### src/rtl/mem_bus_arbiter_pkg.sv
// Shared types and constants for the two-master memory bus arbiter.
// Imported by mem_bus_arbiter and rr_arbiter2.
package mem_bus_arbiter_pkg;

  typedef enum logic [1:0] {
    IDLE = 2'd0,
    BUS  = 2'd1,
    RESP = 2'd2
  } bus_state_t;

  localparam logic M0_ID       = 1'b0;
  localparam logic M1_ID       = 1'b1;
  localparam int   DEF_TIMEOUT = 15;

  // The counter only ever reaches TIMEOUT-1, so clog2(TIMEOUT) bits suffice.
  function automatic int tmo_width(input int timeout);
    return (timeout < 2) ? 1 : $clog2(timeout);
  endfunction

endpackage

### src/rtl/mem_bus_arbiter_rr_arbiter2.sv
// Two-way round-robin grant selection, purely combinational.
// On contention, the master that did not own the previous transfer wins.
module rr_arbiter2
  import mem_bus_arbiter_pkg::*;
(
  input  logic [1:0] req,
  input  logic       last_grant,
  output logic       gnt_id,
  output logic       gnt_vld
);

  always_comb begin
    gnt_vld = |req;
    gnt_id  = M0_ID;
    case (req)
      2'b01:   gnt_id = M0_ID;
      2'b10:   gnt_id = M1_ID;
      2'b11:   gnt_id = ~last_grant;
      default: gnt_id = M0_ID;
    endcase
  end

endmodule

### src/rtl/mem_bus_arbiter.sv
// Shares one memory/IO slave port between M0 (CPU) and M1 (debug/DMA loader).
// Serialises transfers IDLE->BUS->RESP and aborts with an error if the slave hangs.
module mem_bus_arbiter
  import mem_bus_arbiter_pkg::*;
#(
  parameter int AW      = 32,
  parameter int DW      = 32,
  parameter int TIMEOUT = DEF_TIMEOUT
) (
  input  logic          clk,
  input  logic          sys_rst,

  input  logic          m0_valid,
  input  logic [AW-1:0] m0_addr,
  input  logic          m0_we,
  input  logic [DW-1:0] m0_wdata,
  output logic [DW-1:0] m0_rdata,
  output logic          m0_rdy,
  output logic          m0_err,

  input  logic          m1_valid,
  input  logic [AW-1:0] m1_addr,
  input  logic          m1_we,
  input  logic [DW-1:0] m1_wdata,
  output logic [DW-1:0] m1_rdata,
  output logic          m1_rdy,
  output logic          m1_err,

  output logic          s_valid,
  output logic [AW-1:0] s_addr,
  output logic          s_we,
  output logic [DW-1:0] s_wdata,
  input  logic [DW-1:0] s_rdata,
  input  logic          s_rdy
);

  localparam int TW = tmo_width(TIMEOUT);
  localparam logic [TW-1:0] TMO_LAST = TW'(TIMEOUT - 1);

  bus_state_t    state, state_nxt;
  logic          gnt_id, gnt_id_nxt;
  logic          last_grant, last_grant_nxt;
  logic [TW-1:0] tmo_cnt, tmo_cnt_nxt;

  logic [AW-1:0] s_addr_nxt;
  logic          s_we_nxt;
  logic [DW-1:0] s_wdata_nxt;

  logic [DW-1:0] m0_rdata_nxt, m1_rdata_nxt;
  logic          m0_rdy_nxt, m1_rdy_nxt;
  logic          m0_err_nxt, m1_err_nxt;

  logic          arb_gnt_id;
  logic          arb_gnt_vld;

  rr_arbiter2 u_rr_arbiter2 (
    .req        ({m1_valid, m0_valid}),
    .last_grant (last_grant),
    .gnt_id     (arb_gnt_id),
    .gnt_vld    (arb_gnt_vld)
  );

  // Dropping s_valid as soon as s_rdy arrives keeps the slave from re-sampling the request.
  assign s_valid = (state == BUS) & ~s_rdy;

  always_comb begin
    state_nxt      = state;
    gnt_id_nxt     = gnt_id;
    last_grant_nxt = last_grant;
    tmo_cnt_nxt    = tmo_cnt;
    s_addr_nxt     = s_addr;
    s_we_nxt       = s_we;
    s_wdata_nxt    = s_wdata;
    m0_rdata_nxt   = m0_rdata;
    m1_rdata_nxt   = m1_rdata;
    m0_rdy_nxt     = 1'b0;
    m1_rdy_nxt     = 1'b0;
    m0_err_nxt     = 1'b0;
    m1_err_nxt     = 1'b0;

    case (state)
      IDLE: begin
        if (arb_gnt_vld) begin
          gnt_id_nxt  = arb_gnt_id;
          tmo_cnt_nxt = '0;
          state_nxt   = BUS;
          if (arb_gnt_id == M1_ID) begin
            s_addr_nxt  = m1_addr;
            s_we_nxt    = m1_we;
            s_wdata_nxt = m1_wdata;
          end else begin
            s_addr_nxt  = m0_addr;
            s_we_nxt    = m0_we;
            s_wdata_nxt = m0_wdata;
          end
        end
      end

      BUS: begin
        if (s_rdy) begin
          state_nxt = RESP;
          if (gnt_id == M1_ID) begin
            m1_rdata_nxt = s_rdata;
            m1_rdy_nxt   = 1'b1;
          end else begin
            m0_rdata_nxt = s_rdata;
            m0_rdy_nxt   = 1'b1;
          end
        end else if (tmo_cnt == TMO_LAST) begin
          state_nxt = RESP;
          if (gnt_id == M1_ID) begin
            m1_rdata_nxt = '0;
            m1_rdy_nxt   = 1'b1;
            m1_err_nxt   = 1'b1;
          end else begin
            m0_rdata_nxt = '0;
            m0_rdy_nxt   = 1'b1;
            m0_err_nxt   = 1'b1;
          end
        end else begin
          tmo_cnt_nxt = tmo_cnt + 1'b1;
        end
      end

      // Requests are not sampled here, so a master re-asserting valid waits one cycle.
      RESP: begin
        last_grant_nxt = gnt_id;
        state_nxt      = IDLE;
      end

      default: state_nxt = IDLE;
    endcase
  end

  always_ff @(posedge clk) begin
    if (sys_rst) begin
      state      <= IDLE;
      gnt_id     <= M0_ID;
      last_grant <= M1_ID;
      tmo_cnt    <= '0;
      s_addr     <= '0;
      s_we       <= 1'b0;
      s_wdata    <= '0;
      m0_rdata   <= '0;
      m1_rdata   <= '0;
      m0_rdy     <= 1'b0;
      m1_rdy     <= 1'b0;
      m0_err     <= 1'b0;
      m1_err     <= 1'b0;
    end else begin
      state      <= state_nxt;
      gnt_id     <= gnt_id_nxt;
      last_grant <= last_grant_nxt;
      tmo_cnt    <= tmo_cnt_nxt;
      s_addr     <= s_addr_nxt;
      s_we       <= s_we_nxt;
      s_wdata    <= s_wdata_nxt;
      m0_rdata   <= m0_rdata_nxt;
      m1_rdata   <= m1_rdata_nxt;
      m0_rdy     <= m0_rdy_nxt;
      m1_rdy     <= m1_rdy_nxt;
      m0_err     <= m0_err_nxt;
      m1_err     <= m1_err_nxt;
    end
  end

endmodule
### config.mk
export PLATFORM = sky130hd
export DESIGN_NAME = mem_bus_arbiter
export DESIGN_NICKNAME = d
export VERILOG_FILES = /design/src/rtl/mem_bus_arbiter_pkg.sv /design/src/rtl/mem_bus_arbiter_rr_arbiter2.sv /design/src/rtl/mem_bus_arbiter.sv
export SDC_FILE = /design/constraint.sdc
export NUM_CORES = 1
export LEC_CHECK = 0
export CORE_ASPECT_RATIO = 2
export CORE_MARGIN = 3
export CORE_UTILIZATION = 40
export CTS_CLUSTER_DIAMETER = 100
export DETAILED_ROUTE_END_ITERATION = 8
export GPL_TIMING_DRIVEN = 0
export PLACE_DENSITY = 0.85
export SETUP_SLACK_MARGIN = 0.02
export SYNTH_ARGS = -nofsm -noshare
export SYNTH_HDL_FRONTEND = slang
export SYNTH_SLANG_ARGS = --single-unit
### constraint.sdc
create_clock -name clk -period 4 [get_ports clk]
set_clock_uncertainty 0.1 [all_clocks]
set_input_delay 0.4 -clock clk [delete_from_list [all_inputs] [get_ports clk]]
set_output_delay 0.4 -clock clk [all_outputs]
set_load 0.02 [all_outputs]
==> impl_metrics.ini <==
[timing]
fin_crit_sh_pct = 65.98
finalHoldViolations = 0
finalMaxSlewViolations = 0
fin_tns_setup_ns = 0
tightestPinTransition_ns = 0.6735
setup_violations = 0
setup_slack_ns = 1.361
fmax_mhz = 378.9
relSlewSlack_pct = 55.10
rsz0062_at_grt = no
min_period_ns = 2.639

[synthesis]
synthTopCellsByCount = 141 x dfxtp_1, 132 x a21oi_1, 131 x nand2_1, 66 x nand3_1, 65 x a311oi_1
syn_area_per_cell_um2 = 8.114
synthTopCellsByArea = dfxtp_1 48%, a21oi_1 11%, a311oi_1 9.7%
yosysUniqueCellTypes = 39
synth_largest_area_cell = dfxtp_1
netlist_area_um2 = 5842
syn-num-nets = 889
synth_edf_count = 0
ys_ff_latch = 141
seq_area_frac_synth_pct = 48.32
synth.most_common_cell = dfxtp_1
synth.top_cell.area_share_pct = 48.32
yosysWarningCount = 0
syn_inst = 720
synthArstFlopShare_pct = 0
ys.flop_type = dfxtp_1

[min_path]
whs_path_depth = 2
hp-class = input port to flip-flop
whs_endpoint = state[1]
hp-start = sys_rst

[critical_path]
crit_family = buffers and inverters
slowest_stage = clkdlybuf4s50_1
r2r_slack_ns = 1.70
cp.arrival_ns = 2.14
worstSetupEndpointType = output pin
path_buf_inv = 4
startpoint = s_rdy
crit_chain = clkdlybuf4s50_1, or3b_1, buf_2, inv_2, clkdlybuf4s50_1
cpPeakStageDelay_ns = 0.63
critical_path_class = input port to output pin
worstReg2RegStart = tmo_cnt[0]
cp-start-kind = input port
reg2reg_to = m0_rdata[6]
cp_common_cell = clkdlybuf4s50_1
path_max_fanout = 6
required_ns = 3.50
worstRegToRegCells = 7

[clock_tree]
cts_made_buffers = 17
cts_resized = 0
clk-insertion-delay-late_ns = 0.41
ctsHtreeMaxLevel = 4
clk_pin_slew_ns = 0.06
clockRootBuffer = clkbuf_16
post_cts_buffers = 0
cts_hold_buf = 0
cts_tree = yes
cts.sinks = 141
clock_path_buffers = 2

[pwr]
total_power_mw = 4.031
irDropWorstVdd_mv = 0.3451
leakagePower_nw = 3.414
power_per_cell_area_nw_per_um2 = 417.4

[detailed_routing]
firstDrtPassIters = 5
drt-total-wl_um = 22700
drc = 0
ant_nets = 0
vias = 6891
drtIter0Drc = 286
wl_per_cell_um = 18.32
viasPerCell = 5.562

[grt]
grt_pass1_vias = 6887
gr-usage-all-layers_pct = 27.13
grt_util_met2_pct = 51.48
use_met3_pct = 6.383
gr-usage-met1_pct = 25.64
grt_max_degree = 17
grt_busiest_layer = met2
antenna_found_initial = 0
grt_pass1_wl_um = 35020
grt_remaining_overflow = 0

[place]
dp_hpwl_um = 17620
gp_congestion = 0.8419
post-place-ws_ns = 1.388
port_buffers = 299
place_inst = 1208
placed_cell_area_um2 = 9071

[final_layout]
final_net_count = 1207
instances_no_fill = 1239
drive_above_1_share_pct = 5.714
final_cell_area_um2 = 9657
antennaDiodeCount = 0
syn_to_final_growth_pct = 65.30

[floorplan]
die_x_um = 91.46
die-area_um2 = 16180
rows = 61
start_util_pct = 41.37
die_y_um = 176.9
coreArea_um2 = 14120
io_pins = 301

[run_status]
status = finished, final reports clean

[job]
drv_cap = 0
registers in the layout, indices dropped and copies added, names as in the netlist:
name        count
gnt_id          1
last_grant      1
m0_err          1
m0_rdata       32
m0_rdy          1
m1_err          1
m1_rdata       32
m1_rdy          1
s_addr         32
s_wdata        32
s_we            1
state           2
tmo_cnt         4
worst register-to-register path, delay by kind of cell (launching register included):
kind,cells,cell delay (ns)
buffers and inverters,3,0.76
AOI/OAI and AO/OA,3,0.72
DFF,1,0.41
adders and majority gates,1,0.24
how the worst max path moves through the flow:
stage / to / slack (ns) / cells past startpoint
after global placement: s_valid / 1.39 / 5
after detailed placement: s_valid / 1.39 / 5
after CTS: s_valid / 1.36 / 5
final: s_valid / 1.36 / 5
after global routing: s_valid / 1.29 / 4
after floorplan: m0_rdata[25] / 2.33 / 7
metrics by stage:
step	hold slack, ns	util [%]
6_report	0.2360	68.39
5_1_grt	0.2823	68.39
4_1_cts	0.2305	68.39
3_5_place_dp	0.3664	64.24
3_3_place_gp	0.3606	64.24
2_1_floorplan	0.4000	-
power breakdown:
part / switching, mW / internal (mW) / total, mW
clock: 0.662 / 0.930 / 1.59
sequential: 0.0529 / 1.50 / 1.56
combinational: 0.460 / 0.423 / 0.883
total: 1.18 / 2.86 / 4.03
final cells by class:
class | count | area, µm²
buffer | 80 | 334.1
clock buffer | 17 | 425.4
clock inverter | 14 | 160.2
fill | 1124 | 4463
inverter | 2 | 7.507
multi-input combinational | 497 | 2678
sequential | 141 | 2823
tap | 189 | 236.5
timing repair buffer | 299 | 2993
logic make-up after synthesis:
kind of cell | share of synthesized area (%)
compound gates | 28.57
simple gates | 16.66
flops | 48.32
mux | 0.1713
fa+ha+maj | 0.4283
buf+inv | 5.847
per-layer routing:
| layer | part of all wire [%] | vias to the layer above | routed length (µm) |
|---|---|---|---|
| met5 | 0 | - | 0 |
| met4 | 5.9 | 0 | 1340 |
| met3 | 6.7 | 88 | 1525 |
| met2 | 55 | 364 | 12450 |
| met1 | 33 | 3191 | 7383 |
| li1 | - | 3248 | - |
placed cells by master (no fill, tap or decap), types with 3 or more instances in the layout:
master	count
a21oi_1	132
a311oi_1	65
buf_2	18
buf_4	3
clkbuf_1	57
clkbuf_16	17
clkdlybuf4s50_1	299
clkinvlp_4	3
dfxtp_1	141
inv_6	5
nand2_1	131
nand3_1	66
nor2_1	4
nor2b_1	3
o21ai_0	61
o21ai_1	4
Power figures use the tool's default switching activity.
